===== config.mk =====
export PLATFORM = sky130hd
export DESIGN_NAME = axil_cmd_master
export DESIGN_NICKNAME = d
export VERILOG_FILES = /design/src/rtl/axil_cmd_master.sv
export SDC_FILE = /design/constraint.sdc
export NUM_CORES = 1
export LEC_CHECK = 0
export CORE_MARGIN = 4
export CORE_UTILIZATION = 39
export CTS_CLUSTER_SIZE = 25
export DETAILED_ROUTE_END_ITERATION = 8
export PLACE_DENSITY_LB_ADDON = 0.25
export SKIP_LAST_GASP = 1
export SLEW_MARGIN = 25
export SYNTH_ARGS = -nofsm -noshare
export SYNTH_HDL_FRONTEND = slang
export SYNTH_SLANG_ARGS = --single-unit

===== constraint.sdc =====
create_clock -name clk_main_a0 -period 2 [get_ports clk_main_a0]
set_clock_uncertainty 0.1 [all_clocks]
set_input_delay 0.5 -clock clk_main_a0 [delete_from_list [all_inputs] [get_ports clk_main_a0]]
set_output_delay 0.5 -clock clk_main_a0 [all_outputs]
set_load 0.02 [all_outputs]

===== src/rtl/axil_cmd_master.sv =====
// Single-outstanding AXI4-Lite initiator: one command in, one single-beat AXI-Lite
// transaction out, response with data, resp code and saturating bus-cycle latency.
module axil_cmd_master #(
    parameter int unsigned LAT_W = 16
) (
    input  logic             clk_main_a0,
    input  logic             rst_main_n,
    input  logic             cmd_valid,
    output logic             cmd_ready,
    input  logic             cmd_write,
    input  logic [31:0]      cmd_addr,
    input  logic [31:0]      cmd_wdata,
    input  logic [3:0]       cmd_wstrb,
    output logic             rsp_valid,
    input  logic             rsp_ready,
    output logic             rsp_write,
    output logic [31:0]      rsp_rdata,
    output logic [1:0]       rsp_resp,
    output logic [LAT_W-1:0] rsp_latency,
    output logic             m_awvalid,
    input  logic             m_awready,
    output logic [31:0]      m_awaddr,
    output logic             m_wvalid,
    input  logic             m_wready,
    output logic [31:0]      m_wdata,
    output logic [3:0]       m_wstrb,
    input  logic             m_bvalid,
    output logic             m_bready,
    input  logic [1:0]       m_bresp,
    output logic             m_arvalid,
    input  logic             m_arready,
    output logic [31:0]      m_araddr,
    input  logic             m_rvalid,
    output logic             m_rready,
    input  logic [31:0]      m_rdata,
    input  logic [1:0]       m_rresp
);

    typedef enum logic [2:0] {
        S_IDLE,
        S_WR,
        S_B,
        S_AR,
        S_R,
        S_RSP
    } state_t;

    state_t             state_q, state_d;
    logic               cmd_ready_q, cmd_ready_d;
    logic               rsp_valid_q, rsp_valid_d;
    logic               rsp_write_q, rsp_write_d;
    logic [31:0]        rsp_rdata_q, rsp_rdata_d;
    logic [1:0]         rsp_resp_q, rsp_resp_d;
    logic [LAT_W-1:0]   lat_q, lat_d, lat_inc;
    logic               awvalid_q, awvalid_d;
    logic               wvalid_q, wvalid_d;
    logic               bready_q, bready_d;
    logic               arvalid_q, arvalid_d;
    logic               rready_q, rready_d;
    logic [31:0]        awaddr_q, awaddr_d;
    logic [31:0]        wdata_q, wdata_d;
    logic [3:0]         wstrb_q, wstrb_d;
    logic [31:0]        araddr_q, araddr_d;

    always_ff @(posedge clk_main_a0 or negedge rst_main_n) begin
        if (!rst_main_n) begin
            state_q     <= S_IDLE;
            cmd_ready_q <= 1'b0;
            rsp_valid_q <= 1'b0;
            rsp_write_q <= 1'b0;
            rsp_rdata_q <= '0;
            rsp_resp_q  <= '0;
            lat_q       <= '0;
            awvalid_q   <= 1'b0;
            wvalid_q    <= 1'b0;
            bready_q    <= 1'b0;
            arvalid_q   <= 1'b0;
            rready_q    <= 1'b0;
            awaddr_q    <= '0;
            wdata_q     <= '0;
            wstrb_q     <= '0;
            araddr_q    <= '0;
        end else begin
            state_q     <= state_d;
            cmd_ready_q <= cmd_ready_d;
            rsp_valid_q <= rsp_valid_d;
            rsp_write_q <= rsp_write_d;
            rsp_rdata_q <= rsp_rdata_d;
            rsp_resp_q  <= rsp_resp_d;
            lat_q       <= lat_d;
            awvalid_q   <= awvalid_d;
            wvalid_q    <= wvalid_d;
            bready_q    <= bready_d;
            arvalid_q   <= arvalid_d;
            rready_q    <= rready_d;
            awaddr_q    <= awaddr_d;
            wdata_q     <= wdata_d;
            wstrb_q     <= wstrb_d;
            araddr_q    <= araddr_d;
        end
    end

    // Latency counts every cycle spent in a bus state; the final bus cycle is already counted.
    assign lat_inc = (lat_q == '1) ? lat_q : lat_q + LAT_W'(1);

    always_comb begin
        state_d     = state_q;
        cmd_ready_d = cmd_ready_q;
        rsp_valid_d = rsp_valid_q;
        rsp_write_d = rsp_write_q;
        rsp_rdata_d = rsp_rdata_q;
        rsp_resp_d  = rsp_resp_q;
        lat_d       = lat_q;
        awvalid_d   = awvalid_q;
        wvalid_d    = wvalid_q;
        bready_d    = bready_q;
        arvalid_d   = arvalid_q;
        rready_d    = rready_q;
        awaddr_d    = awaddr_q;
        wdata_d     = wdata_q;
        wstrb_d     = wstrb_q;
        araddr_d    = araddr_q;
        case (state_q)
            S_IDLE: begin
                if (cmd_valid && cmd_ready_q) begin
                    cmd_ready_d = 1'b0;
                    rsp_write_d = cmd_write;
                    lat_d       = LAT_W'(1);
                    if (cmd_write) begin
                        awaddr_d  = cmd_addr;
                        wdata_d   = cmd_wdata;
                        wstrb_d   = cmd_wstrb;
                        awvalid_d = 1'b1;
                        wvalid_d  = 1'b1;
                        state_d   = S_WR;
                    end else begin
                        araddr_d  = cmd_addr;
                        arvalid_d = 1'b1;
                        state_d   = S_AR;
                    end
                end else begin
                    cmd_ready_d = 1'b1;
                end
            end
            S_WR: begin
                lat_d = lat_inc;
                if (awvalid_q && m_awready) awvalid_d = 1'b0;
                if (wvalid_q && m_wready)   wvalid_d  = 1'b0;
                if (!awvalid_d && !wvalid_d) begin
                    bready_d = 1'b1;
                    state_d  = S_B;
                end
            end
            S_B: begin
                if (m_bvalid) begin
                    bready_d    = 1'b0;
                    rsp_resp_d  = m_bresp;
                    rsp_rdata_d = '0;
                    rsp_valid_d = 1'b1;
                    state_d     = S_RSP;
                end else begin
                    lat_d = lat_inc;
                end
            end
            S_AR: begin
                lat_d = lat_inc;
                if (m_arready) begin
                    arvalid_d = 1'b0;
                    rready_d  = 1'b1;
                    state_d   = S_R;
                end
            end
            S_R: begin
                if (m_rvalid) begin
                    rready_d    = 1'b0;
                    rsp_resp_d  = m_rresp;
                    rsp_rdata_d = m_rdata;
                    rsp_valid_d = 1'b1;
                    state_d     = S_RSP;
                end else begin
                    lat_d = lat_inc;
                end
            end
            S_RSP: begin
                if (rsp_ready) begin
                    rsp_valid_d = 1'b0;
                    cmd_ready_d = 1'b1;
                    state_d     = S_IDLE;
                end
            end
            default: state_d = S_IDLE;
        endcase
    end

    assign cmd_ready   = cmd_ready_q;
    assign rsp_valid   = rsp_valid_q;
    assign rsp_write   = rsp_write_q;
    assign rsp_rdata   = rsp_rdata_q;
    assign rsp_resp    = rsp_resp_q;
    assign rsp_latency = lat_q;
    assign m_awvalid   = awvalid_q;
    assign m_awaddr    = awaddr_q;
    assign m_wvalid    = wvalid_q;
    assign m_wdata     = wdata_q;
    assign m_wstrb     = wstrb_q;
    assign m_bready    = bready_q;
    assign m_arvalid   = arvalid_q;
    assign m_araddr    = araddr_q;
    assign m_rready    = rready_q;

endmodule

== Word-level counts from Yosys, hierarchy flattened ==
Index checks and enable logic that the tools add are counted.

* Muxes and demuxes: 44
* Bitwise logic cells: 1
* Equal/unequal tests: 16
* $add $sub $neg: 1
* Reductions and logical operators: 28

{| class="wikitable"
|+ Operators with widths
! cell !! number
|-
| $mux 16 || 4
|-
| $mux 32 || 2
|-
| $pmux 16 s4 || 1
|-
| $pmux 32 s2 || 1
|-
| $ne 2x2->1 const B || 10
|-
| $mux 1 || 18
|-
| $mux 3 || 6
|-
| $pmux 3 s6 || 1
|-
| $reduce_and 3->1 || 6
|-
| $add 16x1->16 const B || 1
|-
| $eq 16x16->1 const B || 1
|-
| $pmux 1 s2 || 6
|-
| $reduce_and 4->1 || 3
|-
| $reduce_bool 2->1 || 6
|-
| $eq 3x2->1 const B || 2
|-
| $eq 3x3->1 const B || 2
|-
| $mux 2 || 3
|-
| $reduce_and 6->1 || 1
|-
| $logic_and 1x1->1 || 4
|-
| $pmux 2 s2 || 1
|-
| $reduce_and 2->1 || 2
|-
| $reduce_bool 4->1 || 1
|-
| $eq 3x1->1 const B || 1
|-
| $logic_not 3->1 || 1
|-
| 5 further kinds || 6
|}

* Logic and storage cells: 106
* Register bits after elaboration: 161
* Output and inout bits: 158
* Input bits: 114

== Logic depth before layout (Yosys ltp) ==
Gate-level depths: netlist (run 1).

* Depth after elaboration: 7
* Mapped depth: 7
* Gate-level depth less buffers: 6

== Least setup slack after synthesis (run 1) ==
No wires, ideal clock.

* Kind: reg2reg
* From: register lat_q[0] (netlist: rsp_latency[0])
* To: register lat_q[3] (netlist: rsp_latency[3])
* Period minus slack after synthesis: 1,933 ps
* Slack: 67 ps
* Buffers on the path: 0
* Cell stages (with the launch flop): 7
* Required time: 1,779 ps
* Data arrival time: 1,712 ps
* Library setup time: 121 ps
* Cells stage by stage: dfrtp_1 -> ha_1 -> and3_1 -> nand3_1 -> nor3_2 -> nor2_1 -> a22o_1

* Longest elaborated chain between the ends: 4
* Elaborated cells between the ends (all ways): 6
* Those cells by class: 1 x add/sub; 1 x eq/ne; 4 x mux

{| class="wikitable"
|+ RTL lines
! what !! RTL line !! text
|-
| from (decl) || 54 || <nowiki>logic [LAT_W-1:0] lat_q, lat_d, lat_inc;</nowiki>
|-
| from (signal assigned) || 90 || <nowiki>lat_q <= lat_d;</nowiki>
|-
| $add 16x1->16 or $eq 16x16->1 (tied branches) || 104 || <nowiki>assign lat_inc = (lat_q == '1) ? lat_q : lat_q + LAT_W'(1);</nowiki>
|-
| $mux 16 * || 104 ||
|-
| $mux 16 (on tied branches) || 174, 155 ||
|-
| $pmux 16 s4 * || 123 || <nowiki>case (state_q)</nowiki>
|}

Mark *: on every way between the ends. The rest lies on a longest branch, timed or not. The select of a mux whose other input is x is not followed.
A chain may end at the register's enable or synchronous reset.

== Final worst setup path (run 1) ==
* From: register awaddr_q[15] (netlist: m_awaddr[15])
* To: output m_awaddr[15]

{| class="wikitable"
|+ RTL lines
! what !! RTL line !! text
|-
| from (decl) || 60 || <nowiki>logic [31:0] awaddr_q, awaddr_d;</nowiki>
|-
| from (signal assigned) || 96 || <nowiki>awaddr_q <= awaddr_d;</nowiki>
|-
| to (decl) || 22 || <nowiki>output logic [31:0] m_awaddr,</nowiki>
|}

No word-level cell between the ends.

==> metrics.yaml, run 1 <==
yosys_warnings: 0
firstDrtPassIters: 5
fin_setup_tns_ps: 0
synth_area_leaders: "dfrtp_1 (61%), mux2_2 (17%), nand2_1 (5.1%), nand3_1 (2.9%), a21oi_1 (1.3%)"
synth_largest_area_cell: "dfrtp_1"
cts_tree: "done"
final_cells: 1080
fmax_mhz: 509
finalNetCount: 963
drc_errors: 0
initial_utilization_pct: 39.9
layout-drive-gt1-share_pct: 20.9
ant_nets: 0
vias: 5424
syn_area_um2: 6640
ios: 272
antenna_found_initial: 0
crit_arrival_ps: 1360
reg2reg_depth: 6
async_flop_share_pct: 100
synth-compound-area-share_pct: 6.44
dpl.cell_count: 1048
clk_path_buf_depth: 2
synth-adder-area-share_pct: 0.188
crit_path_start: "m_awaddr[15]$_DFFE_PN0P_"
h-tree-depth: 4
muxShareOfSynthArea_pct: 17.3
setup.worst_path.end_class: "output pin"
syn_nets: 664
regArea_um2: 4030
tightest_slew_ps: 513
start_kind: "register"
syn-instance-count: 549
pwr-share-clk_pct: 18.4
grt_pass1_vias: 5780
rrSetupSlack_ps: 100
p_leak_nw: 5.17
status: "complete, no violations"
cp.depth: 1
syn_avg_cell_area_um2: 12.1
wl_per_cell_um: 18.0
synth_seq_area_share_pct: 60.6
r2r-end: "rsp_latency[12]$_DFFE_PN0P_"
syn2layout_area_growth_pct: 56.2
die_area_um2: 19200
clk-insertion-delay-late_ps: 420
path_class: "register to output pin"
numCtsBuffers: 17
viasPerCell: 5.02
cap_violations: 0
crit_buf_inv: 1
grt_pass1_wl_mm: 31.5
hp-class: "register to register"
num-fill-cells: 1375
place.gp.congestion: 0.847
multi_input_area_um2: 2490
power.switching_w: 0.00649
clk_pin_slew_ps: 60
yosysMostFrequentCell: "dfrtp_1"
finalCriticalPeriod_ps: 1960
cpPeakStageDelay_ps: 600
critical-path-top-delay-family: "buffers and inverters"
slew_headroom_pct: 65.5
drt-initial-drc-count: 268
vdd_drop_max_mv: 0.827
crit_path_end: "m_awaddr[15]"
rsz0062_at_grt: "true"
cts_sinks: 161
antenna_cells: 0
die_h_um: 139
power_frac_seq_pct: 34.0
routed_wl_mm: 19.5
io_buffers: 271
crit_required_ps: 1400
path_cells: "clkdlybuf4s50_1"
die_w_um: 139
power_density_nw_per_um2: 1570
hold_violations: 0
netlist-cell-type-count: 45
post_cts_buffers: 0
place_ws_ps: -337
period_share_pct: 98.2
slowest_stage: "clkdlybuf4s50_1"
fp.coreArea_um2: 16600
grtUsageTotal_pct: 20.3
ys.flop_type: "dfrtp_1"
rows: 47
dp_hpwl_mm: 14.6
ys_top_cells_by_count: "dfrtp_1 (161), mux2_2 (100), nand2_1 (90)"
yosys.area_share.simple_pct: 13.1
swShare_pct: 39.7
r2r_start: "state_q[1]$_DFFE_PN0P_"
comb_power_share_pct: 47.7
synth_top_family_by_area: "multiplexers"
setup-violations-final: 0
report.final.slew_viol_count: 0
worstPathMaxFanout: 2
cts-root-buf: "clkbuf_16"
grt_max_degree: 53
synth_seq_cells: 161
netlist.area_leader.share_pct: 60.6
synth_edf_count: 0
synth_xor_area_share_pct: 0.264
p_int_w: 0.00985
setup_slack_ps: 36.4
grt-ovfl-total: 0
## sequential cells by signal (all words and copies together) (netlist names)
register	flops
rsp_latency	16
m_rready	1
rsp_rdata	32
m_awaddr	32
cmd_ready	1
m_wvalid	1
rsp_resp	2
state_q	3
m_bready	1
m_arvalid	1
m_wdata	32
rsp_valid	1
rsp_write	1
m_araddr	32
m_wstrb	4
m_awvalid	1
## cell type report
cell class | count | share of cell area (%)
Clock buffer | 18 | 4.23
Timing Repair Buffer | 310 | 29.3
Inverter | 1 | 0.0362
Tap cell | 220 | 2.65
Sequential cell | 161 | 38.8
Multi-Input combinational cell | 357 | 24.0
Clock inverter | 13 | 0.988
## worst min-delay path: cells and delay by family (launching register included)
kind          cells  cell delay (ps)
simple gates      2              100
flops             1              340
## cells by family after synthesis
family,after synthesis
AOI/OAI and AO/OA,65
xor gates and xnor gates,2
adders and majority gates,1
buffers and inverters,31
DFF,161
muxes,102
and+or+nand+nor,187
## per-stage QoR
stage / hold WS (ps) / utilization (%) / instance area (um2) / total power, W
2_1_floorplan: 104 / - / 6640 / 0.00983
3_3_place_gp: 331 / 59.6 / 9920 / 0.0141
3_5_place_dp: 339 / 59.6 / 9920 / 0.0144
4_1_cts: 366 / 62.0 / 10300 / 0.0166
5_1_grt: 391 / 62.4 / 10400 / 0.0174
6_report: 362 / 62.4 / 10400 / 0.0163
## routing by layer
metal / GRT usage (%) / part of all wire (%) / up-vias / wire length [um]
met1: 23.7 / 39 / 2659 / 7580
met5: 0 / 0 / - / 0
met3: 7.56 / 7.9 / 27 / 1530
met4: 7.02 / 1.9 / 0 / 372
li1: - / - / 2536 / -
met2: 34.6 / 51 / 202 / 9970
## cells in the final DEF (no fill, tap or decap), types with 3 or more instances in the layout
| master | synthesis | layout |
|---|---|---|
| nor2_1 | 20 | 19 |
| buf_4 | 4 | 28 |
| and3_1 | 4 | 3 |
| nor2b_1 | 4 | 4 |
| nand3_1 | 39 | 39 |
| buf_12 | 0 | 10 |
| clkbuf_16 | 0 | 17 |
| a22o_1 | 5 | 5 |
| a31oi_1 | 5 | 5 |
| nand2b_1 | 4 | 4 |
| dlymetal6s2s_1 | 0 | 25 |
| nand4_1 | 5 | 5 |
| nand3b_1 | 3 | 3 |
| clkinv_4 | 0 | 3 |
| inv_6 | 0 | 3 |
| clkinv_2 | 0 | 4 |
| and2_1 | 4 | 4 |
| mux2_2 | 100 | 100 |
| nor3_1 | 3 | 3 |
| dfrtp_1 | 161 | 160 |
| clkdlybuf4s50_1 | 0 | 117 |
| and4_1 | 3 | 3 |
| dlygate4sd2_1 | 0 | 128 |
| o31ai_1 | 5 | 5 |
| a21oi_1 | 17 | 16 |
| o21ai_0 | 13 | 13 |
| nand2_1 | 90 | 90 |
## how the worst min path moves through the flow
stage,startpoint,slack (ps),cells after the start,endpoint
after floorplan,rst_main_n,100,0,cmd_ready$_DFFE_PN0P_
after global placement,rst_main_n,330,1,rsp_rdata[2]$_DFFE_PN0P_
after detailed placement,rst_main_n,340,1,rsp_rdata[4]$_DFFE_PN0P_
after CTS,rsp_rdata[24]$_DFFE_PN0P_,370,2,rsp_rdata[24]$_DFFE_PN0P_
after global routing,rsp_rdata[24]$_DFFE_PN0P_,390,2,rsp_rdata[24]$_DFFE_PN0P_
final,rsp_rdata[24]$_DFFE_PN0P_,360,2,rsp_rdata[24]$_DFFE_PN0P_
## power by group through the flow
stage | sequential (W) | clock [W] | combinational [W]
6_report | 0.00555 | 0.00300 | 0.00779
5_1_grt | 0.00576 | 0.00324 | 0.00835
4_1_cts | 0.00558 | 0.00309 | 0.00793
3_5_place_dp | 0.00566 | 0 | 0.00870
3_3_place_gp | 0.00556 | 0 | 0.00853
2_1_floorplan | 0.00733 | 0 | 0.00249
## repair_timing
item	in CTS	in global routing
resized for setup	129	27
hold buffers	1	0
pin swaps	0	0
hold endpoints to repair	35	0
setup endpoints to repair	129	42
Note: power is estimated with default switching activity, not from simulation.
==> inputs of run 2 (changes only) <==
Settings changed: RECOVER_POWER set to 100.
==> metrics.yaml, run 2 (same netlist as run 1, synthesis figures left out) <==
drt-initial-drc-count: 309
cpPeakStageDelay_ps: 600
ant_nets: 0
crit_path_end: "m_awaddr[15]"
power_frac_seq_pct: 34.6
grt_max_degree: 53
cts-root-buf: "clkbuf_16"
cts_sinks: 161
hp-class: "register to register"
start_kind: "register"
slowest_stage: "clkdlybuf4s50_1"
power.switching_w: 0.00650
whs_ps: 362
hold_violations: 0
finalNetCount: 963
slew_headroom_pct: 30.7
initial_utilization_pct: 39.9
crit_required_ps: 1400
routed_wl_mm: 19.5
place.gp.congestion: 0.847
tightest_slew_ps: 1040
r2r-end: "rsp_latency[12]$_DFFE_PN0P_"
report.final.slew_viol_count: 0
die_h_um: 139
final_cells: 1080
antenna_found_initial: 0
dpl.cell_count: 1048
regArea_um2: 4030
multi_input_area_um2: 2480
clk-insertion-delay-late_ps: 420
r2r_start: "state_q[1]$_DFFE_PN0P_"
setup.worst_path.end_class: "output pin"
die_w_um: 139
wl_per_cell_um: 18.0
grt_pass1_vias: 5780
die_area_um2: 19200
fmax_mhz: 510
path_cells: "clkdlybuf4s50_1"
cap_violations: 0
setup_slack_ps: 37.9
worstPathMaxFanout: 2
vdd_drop_max_mv: 0.827
io_buffers: 271
clk_pin_slew_ps: 60
dp_hpwl_mm: 14.6
comb_power_share_pct: 46.6
crit_buf_inv: 1
drc_errors: 0
p_int_w: 0.00956
syn2layout_area_growth_pct: 52.4
numCtsBuffers: 17
final_common_cell: "dfrtp_1"
finalCriticalPeriod_ps: 1960
p_leak_nw: 4.81
layout-drive-gt1-share_pct: 20.7
cts_tree: "done"
most-common-layout-cells: "dfrtp_1 (160), dlygate4sd2_1 (128), clkdlybuf4s50_1 (116), mux2_2 (100), nand2_1 (90)"
min_from: "rsp_rdata[24]$_DFFE_PN0P_"
critical-path-top-delay-family: "buffers and inverters"
h-tree-depth: 4
power.total_w: 0.0161
path_class: "register to output pin"
num-fill-cells: 1426
grt_pass1_wl_mm: 31.5
clk_path_buf_depth: 2
rsz0062_at_grt: "true"
crit_arrival_ps: 1360
vias: 5469
cp.depth: 1
rows: 47
pwr-share-clk_pct: 18.7
firstDrtPassIters: 4
setup-violations-final: 0
reg2reg_depth: 6
crit_path_start: "m_awaddr[15]$_DFFE_PN0P_"
ios: 272
grt-ovfl-total: 0
place_ws_ps: -337
grtUsageTotal_pct: 20.3
swShare_pct: 40.5
viasPerCell: 5.06
power_density_nw_per_um2: 1590
rrSetupSlack_ps: 100
status: "complete, no violations"
antenna_cells: 0
period_share_pct: 98.1
fp.coreArea_um2: 16600
==> run 2: metal layers <==
metal / part of all wire (%) / track usage, % / up-vias
li1: - / - / 2537
met1: 39 / 23.7 / 2690
met2: 51 / 34.6 / 211
met3: 7.9 / 7.56 / 31
met4: 2.0 / 7.02 / 0
met5: 0 / 0 / -
==> run 2: final cells by class <==
| type | count | share of cell area, % |
|---|---|---|
| flip-flops and latches | 161 | 39.8 |
| repair buffers | 310 | 27.5 |
| multi-input cells | 357 | 24.5 |
| clock buffers | 18 | 4.34 |
| well taps | 220 | 2.72 |
| clock inverters | 13 | 1.01 |
| inverters | 1 | 0.0371 |
==> run 2: power by group through the flow <==
stage                     Clock [W]  Combinational (W)  Sequential, W
after floorplan                   0            0.00249        0.00733
after global placement            0            0.00853        0.00556
after detailed placement          0            0.00870        0.00566
after CTS                   0.00309            0.00793        0.00558
after global routing        0.00324            0.00806        0.00577
final                       0.00300            0.00749        0.00556
==> run 2: what timing repair did <==
| action | 4_1_cts | 5_1_grt |
|---|---|---|
| pin swaps | 0 | 0 |
| hold buffers | 1 | 0 |
| setup endpoints to repair | 129 | 42 |
| gates cloned | 0 | 0 |
| hold endpoints to repair | 35 | 0 |
| gates resized for setup | 129 | 27 |
| buffers inserted | 0 | 0 |
==> run 2: how the worst min path moves through the flow <==
stage	end	slack (ps)	cells past startpoint
after floorplan	cmd_ready$_DFFE_PN0P_	100	0
after global placement	rsp_rdata[2]$_DFFE_PN0P_	330	1
after detailed placement	rsp_rdata[4]$_DFFE_PN0P_	340	1
after CTS	rsp_rdata[24]$_DFFE_PN0P_	370	2
after global routing	rsp_rdata[24]$_DFFE_PN0P_	390	2
final	rsp_rdata[24]$_DFFE_PN0P_	360	2
==> run 2: metrics by stage <==
step / area, um2 / setup TNS (ps) / util [%]
after floorplan: 6640 / 0 / -
after global placement: 9920 / -30280 / 59.6
after detailed placement: 9920 / -31760 / 59.6
after CTS: 10300 / 0 / 62.0
after global routing: 10100 / -49.2 / 60.8
final: 10100 / 0 / 60.8
==> inputs of run 3 (changes only) <==
Settings changed: HOLD_SLACK_MARGIN set to 0.06.
==> results of run 3 <==
Final layout, timing and power as in run 2 (identical DEF).
